File: src/rtl/game_move_ctrl.sv
// Box-pushing game move controller: walks the man one cell per step_tick toward a
// latched target cell. A shared combinational single-step mover computes each move.

module game_man_move (
  input  logic [133:0] game_state,
  input  logic [5:0]   target,
  output logic [133:0] game_state_next,
  output logic         result
);

  localparam int unsigned GRID_N = 64;
  localparam int unsigned CELL_W = 6;
  localparam int unsigned AXIS_W = 3;

  logic [GRID_N-1:0] way;
  logic [GRID_N-1:0] box;
  logic [CELL_W-1:0] man;
  logic [GRID_N-1:0] way_n;
  logic [GRID_N-1:0] box_n;
  logic [CELL_W-1:0] man_n;
  logic              move_x;
  logic              move_y;
  logic              fwd;
  logic [AXIS_W-1:0] coord;
  logic [AXIS_W-1:0] c1_coord;
  logic [AXIS_W-1:0] c2_coord;
  logic              c2_ok;
  logic [CELL_W-1:0] c1;
  logic [CELL_W-1:0] c2;

  // Close the x distance first, then y; one cell per call.
  always_comb begin
    way      = game_state[133:70];
    box      = game_state[69:6];
    man      = game_state[5:0];
    way_n    = way;
    box_n    = box;
    man_n    = man;
    result   = 1'b0;
    move_x   = (man[2:0] != target[2:0]);
    move_y   = (man[5:3] != target[5:3]);
    fwd      = move_x ? (target[2:0] > man[2:0]) : (target[5:3] > man[5:3]);
    coord    = move_x ? man[2:0] : man[5:3];
    c1_coord = fwd ? coord + 3'd1 : coord - 3'd1;
    c2_coord = fwd ? coord + 3'd2 : coord - 3'd2;
    // The cell beyond the neighbour may fall off the 8x8 board.
    c2_ok    = fwd ? (coord <= 3'd5) : (coord >= 3'd2);
    c1       = move_x ? {man[5:3], c1_coord} : {c1_coord, man[2:0]};
    c2       = move_x ? {man[5:3], c2_coord} : {c2_coord, man[2:0]};

    if (move_x || move_y) begin
      if (box[c1]) begin
        if (c2_ok && way[c2] && !box[c2]) begin
          box_n[c1] = 1'b0;
          box_n[c2] = 1'b1;
          way_n[c1] = 1'b1;
          way_n[c2] = 1'b0;
          man_n     = c1;
          result    = 1'b1;
        end
      end else if (way[c1]) begin
        man_n  = c1;
        result = 1'b1;
      end
    end

    game_state_next = {way_n, box_n, man_n};
  end

endmodule

module game_move_ctrl #(
  parameter int unsigned CNT_W = 16
) (
  input  logic             clk,
  input  logic             rst,
  input  logic             load,
  input  logic [133:0]     state_in,
  input  logic             go,
  input  logic [5:0]       cursor,
  input  logic             step_tick,
  output logic [133:0]     game_state,
  output logic             busy,
  output logic             done,
  output logic             blocked,
  output logic [CNT_W-1:0] steps,
  output logic [CNT_W-1:0] pushes
);

  localparam int unsigned STATE_W = 134;
  localparam int unsigned CELL_W  = 6;
  localparam logic [0:0]  IDLE    = 1'b0;
  localparam logic [0:0]  WALK    = 1'b1;

  logic [0:0]         state_q;
  logic [0:0]         state_d;
  logic [CELL_W-1:0]  target_q;
  logic [CELL_W-1:0]  target_d;
  logic [STATE_W-1:0] board_d;
  logic [CNT_W-1:0]   steps_d;
  logic [CNT_W-1:0]   pushes_d;
  logic [CNT_W-1:0]   steps_inc;
  logic [CNT_W-1:0]   pushes_inc;
  logic               done_d;
  logic               blocked_d;
  logic [STATE_W-1:0] mv_next;
  logic               mv_ok;
  logic               mv_pushed;

  game_man_move u_move (
    .game_state      (game_state),
    .target          (target_q),
    .game_state_next (mv_next),
    .result          (mv_ok)
  );

  assign busy = (state_q == WALK);

  // Saturating increments and push detection.
  always_comb begin
    steps_inc  = (steps == {CNT_W{1'b1}})  ? steps  : steps  + CNT_W'(1);
    pushes_inc = (pushes == {CNT_W{1'b1}}) ? pushes : pushes + CNT_W'(1);
    mv_pushed  = (mv_next[69:6] != game_state[69:6]);
  end

  // Next-state and next-output logic; load overrides everything.
  always_comb begin
    state_d   = state_q;
    target_d  = target_q;
    board_d   = game_state;
    steps_d   = steps;
    pushes_d  = pushes;
    done_d    = 1'b0;
    blocked_d = 1'b0;

    if (load) begin
      state_d  = IDLE;
      board_d  = state_in;
      steps_d  = '0;
      pushes_d = '0;
    end else begin
      case (state_q)
        IDLE: begin
          if (go) begin
            target_d = cursor;
            if (cursor == game_state[5:0]) begin
              done_d = 1'b1;
            end else begin
              state_d = WALK;
            end
          end
        end
        WALK: begin
          if (step_tick) begin
            if (mv_ok) begin
              board_d = mv_next;
              steps_d = steps_inc;
              if (mv_pushed) begin
                pushes_d = pushes_inc;
              end
              if (mv_next[5:0] == target_q) begin
                done_d  = 1'b1;
                state_d = IDLE;
              end
            end else begin
              blocked_d = 1'b1;
              state_d   = IDLE;
            end
          end
        end
        default: state_d = IDLE;
      endcase
    end
  end

  always_ff @(posedge clk or posedge rst) begin
    if (rst) begin
      state_q    <= IDLE;
      target_q   <= '0;
      game_state <= '0;
      steps      <= '0;
      pushes     <= '0;
      done       <= 1'b0;
      blocked    <= 1'b0;
    end else begin
      state_q    <= state_d;
      target_q   <= target_d;
      game_state <= board_d;
      steps      <= steps_d;
      pushes     <= pushes_d;
      done       <= done_d;
      blocked    <= blocked_d;
    end
  end

endmodule

File: config.mk
export PLATFORM = sky130hd
export DESIGN_NAME = game_move_ctrl
export DESIGN_NICKNAME = d
export VERILOG_FILES = /design/src/rtl/game_move_ctrl.sv
export SDC_FILE = /design/constraint.sdc
export NUM_CORES = 1
export LEC_CHECK = 0
export CORE_ASPECT_RATIO = 1.2
export CORE_MARGIN = 2
export CORE_UTILIZATION = 51
export CTS_CLUSTER_DIAMETER = 200
export DETAILED_ROUTE_END_ITERATION = 8
export PLACE_DENSITY = 0.86
export SLEW_MARGIN = 15
export SYNTH_ARGS = -nofsm -noshare
export SYNTH_HDL_FRONTEND = slang
export SYNTH_SLANG_ARGS = --single-unit
File: constraint.sdc
create_clock -name clk -period 7.55 [get_ports clk]
set_input_delay 1.51 -clock clk [delete_from_list [all_inputs] [get_ports clk]]
set_output_delay 1.51 -clock clk [all_outputs]
set_load 0.05 [all_outputs]
==> impl_metrics.tcl <==
set metrics [dict create \
    cts_tree "built" \
    endpoint_kind "flop" \
    start_util_pct 52.0 \
    synth_top_family_by_area "compound AO/OA/AOI/OAI gates" \
    worstHoldPathType "reg -> reg" \
    wl_met2_um 27700 \
    required_ns 7.88 \
    rr_worst_depth 20 \
    io_buffers 313 \
    synth_top_flop_cell "dfrtp_1" \
    grt_pass1_wl_um 91800 \
    route.met3.wl_um 7810 \
    antenna_left 0 \
    grt_pass1_vias 14700 \
    synth_xor_area_share_pct 2.66 \
    placed_area_sq_mm 0.0160 \
    outcome "complete, no violations" \
    drive_gt1_share_pct 7.91 \
    holdBufCountCts 0 \
    tightestPinTransition_ns 1.31 \
    post-route-util_pct 69.1 \
    synth-seq-cells 175 \
    grt.overflow.total 0 \
    cts_root_buffer "clkbuf_16" \
    max-slew-margin-rel_pct 12.6 \
    syn_nets 1682 \
    crit_fanout 14 \
    grt_start_max_net_pins 98 \
    critical_path_arrival_ns 7.61 \
    worst_slack_ns 0.277 \
    post_drt_wl_per_cell_um 29.2 \
    drc 0 \
    crit_start "game_state[2]" \
    core_area_sq_mm 0.0240 \
    synthMuxAreaShare_pct 4.95 \
    path_clk_slew_ns 0.09 \
    synth_edf_count 0 \
    multi_input_area_sq_mm 0.00744 \
    antenna_found_initial 1 \
    synth_compound_area_share_pct 29.5 \
    routed.top_layer "met5" \
    dp_slack_ns 0.752 \
    insertion_delay_ns 0.45 \
    clockBufferDepth 2 \
    met1_length_um 22100 \
    rsz0062_at_grt "false" \
    synthArstFlopShare_pct 100 \
    floorplan.die_area_sq_mm 0.0257 \
    max_freq_mhz 138 \
    layout_common_cells "clkdlybuf4s50_1, nand2_1, dfrtp_1" \
    yosys.area_share.simple_pct 21.2 \
    die_h_um 175 \
    row_count 62 \
    drt_iter0_markers 2286 \
    fin_nets 1951 \
    avgSynthCellArea_sq_um 8.18 \
    cap_violations 0 \
    syn_area_sq_mm 0.0125 \
    synth_cell_types 90 \
    fin_crit_ns 7.27 \
    cts-buffers-inserted 17 \
    ys_seq_area_share_pct 35.1 \
    routed_wl_um 62100 \
    dr.pass1.iters 6 \
    timing.rr.end "game_state[99]" \
    critical_path.endpoint "game_state[99]" \
    totalNegativeSetupSlack_ns 0 \
    avgViaCountPerCell 7.08 \
    reg2reg_from "game_state[2]" \
    synthCells 1525 \
    nFillCells 1952 \
    report.final.slew_viol_count 0 \
    place_hpwl_um 45100 \
    final.period_utilization_pct 96.3 \
    setup_viol 0 \
    yosys_warnings 0 \
    syn_to_final_growth_pct 32.9 \
    rrSetupSlack_ns 0.28 \
    track_usage_pct 47.3 \
    synthAdderAreaFrac_pct 1.26 \
    crit_type "reg -> reg" \
    postCtsSetupBuffers 0 \
    seq_area_sq_mm 0.00438 \
    stdcell_area_sq_mm 0.0166 \
    ctsResizeCount 0 \
    cts.sinks 175 \
    die_w_um 147 \
    final_hold_viol_count 0 \
    io_pins 314 \
    via_count 15100 \
    layout_commonest_cell "clkdlybuf4s50_1" \
    gp_congestion 1.05 \
    fin_worst_skew_ns 0.0207 \
    start_kind "flop" \
    cts_max_level 4 \
]
Yosys cell counts, drive strengths merged, types with 12 or more instances:
cell type,instances,area share [%]
and3,15,0.75
o22ai,14,0.70
nor2b,14,0.70
mux2i,32,2.6
a311oi,13,0.91
nand2,186,5.6
xnor2,26,1.9
a21o,23,1.4
o31ai,29,1.8
nor2,105,3.2
dfrtp,175,35
o22a,15,1.1
a21oi,136,5.5
clkbuf,82,2.5
inv,43,1.3
buf,38,1.5
a2bb2oi,19,1.3
o211ai,18,1.1
o21ai,119,4.8
and2,14,0.70
o221ai,18,1.3
nor3,41,1.9
a2111oi,12,0.89
nand4,30,1.6
a31oi,15,0.75
or3,28,1.4
a21boi,17,1.0
nand3,55,2.2
o21a,12,0.72
metrics by stage:
stage	std cells	hold WS, ns
after global routing	2127	0.602
after global placement	2095	0.531
after detailed placement	2095	0.538
after floorplan	1525	0.529
after CTS	2127	0.560
final	2128	0.569
registers in the layout, indices dropped and copies added, names as in the netlist:
signal	count
blocked	1
steps	16
target_q	6
game_state	134
busy	1
pushes	16
done	1
cells by family (layout without fill, tap and decap cells):
group / Yosys count / after routing
buffers and inverters: 164 / 446
AOI/OAI and AO/OA: 548 / 548
xor gates and xnor gates: 37 / 37
muxes: 50 / 50
DFF: 175 / 175
adders and majority gates: 12 / 12
and+or+nand+nor: 539 / 539
other: 0 / 1
worst max-delay path, cell delays in order (launching register included):
cell,delay [ns]
dfrtp_1,0.36
clkinv_1,0.25
ha_1,0.67
and3_2,0.32
mux2i_1,0.39
inv_1,0.12
ha_1,0.53
inv_1,0.25
and3_1,0.23
a2111oi_2,0.33
buf_4,0.29
mux2_2,0.35
a221oi_1,0.52
o211ai_1,0.17
and4bb_1,0.40
and4_1,0.22
buf_4,0.20
a21oi_2,0.17
nor3_2,0.94
a21oi_1,0.18
o31ai_1,0.26
cell type report:
class / instances / area share [%]
Sequential cell: 175 / 26.4
Antenna cell: 1 / 0.0151
Timing Repair Buffer: 370 / 21.6
Tap cell: 320 / 2.42
Multi-Input combinational cell: 1186 / 44.9
Inverter: 44 / 1.03
Clock buffer: 18 / 2.65
Clock inverter: 14 / 0.997
worst min path at each step:
| stage | depth (start not counted) | slack (ns) | start | to |
|---|---|---|---|---|
| 4_1_cts | 2 | 0.56 | steps[1] | steps[1] |
| 3_3_place_gp | 2 | 0.53 | steps[1] | steps[1] |
| 5_1_grt | 2 | 0.60 | steps[1] | steps[1] |
| 3_5_place_dp | 2 | 0.54 | steps[1] | steps[1] |
| 2_1_floorplan | 1 | 0.53 | target_q[2] | target_q[2] |
| 6_report | 2 | 0.57 | steps[1] | steps[1] |
layer usage:
layer  vias to the layer above  track usage (%)
met5                         -                0
met2                      1289             72.7
met1                      7208             59.8
met3                       322             12.6
li1                       6239                -
met4                         2             28.6
Power is not shown: default switching activity piles up to over one toggle a cycle in this logic, so the estimate is an artifact.
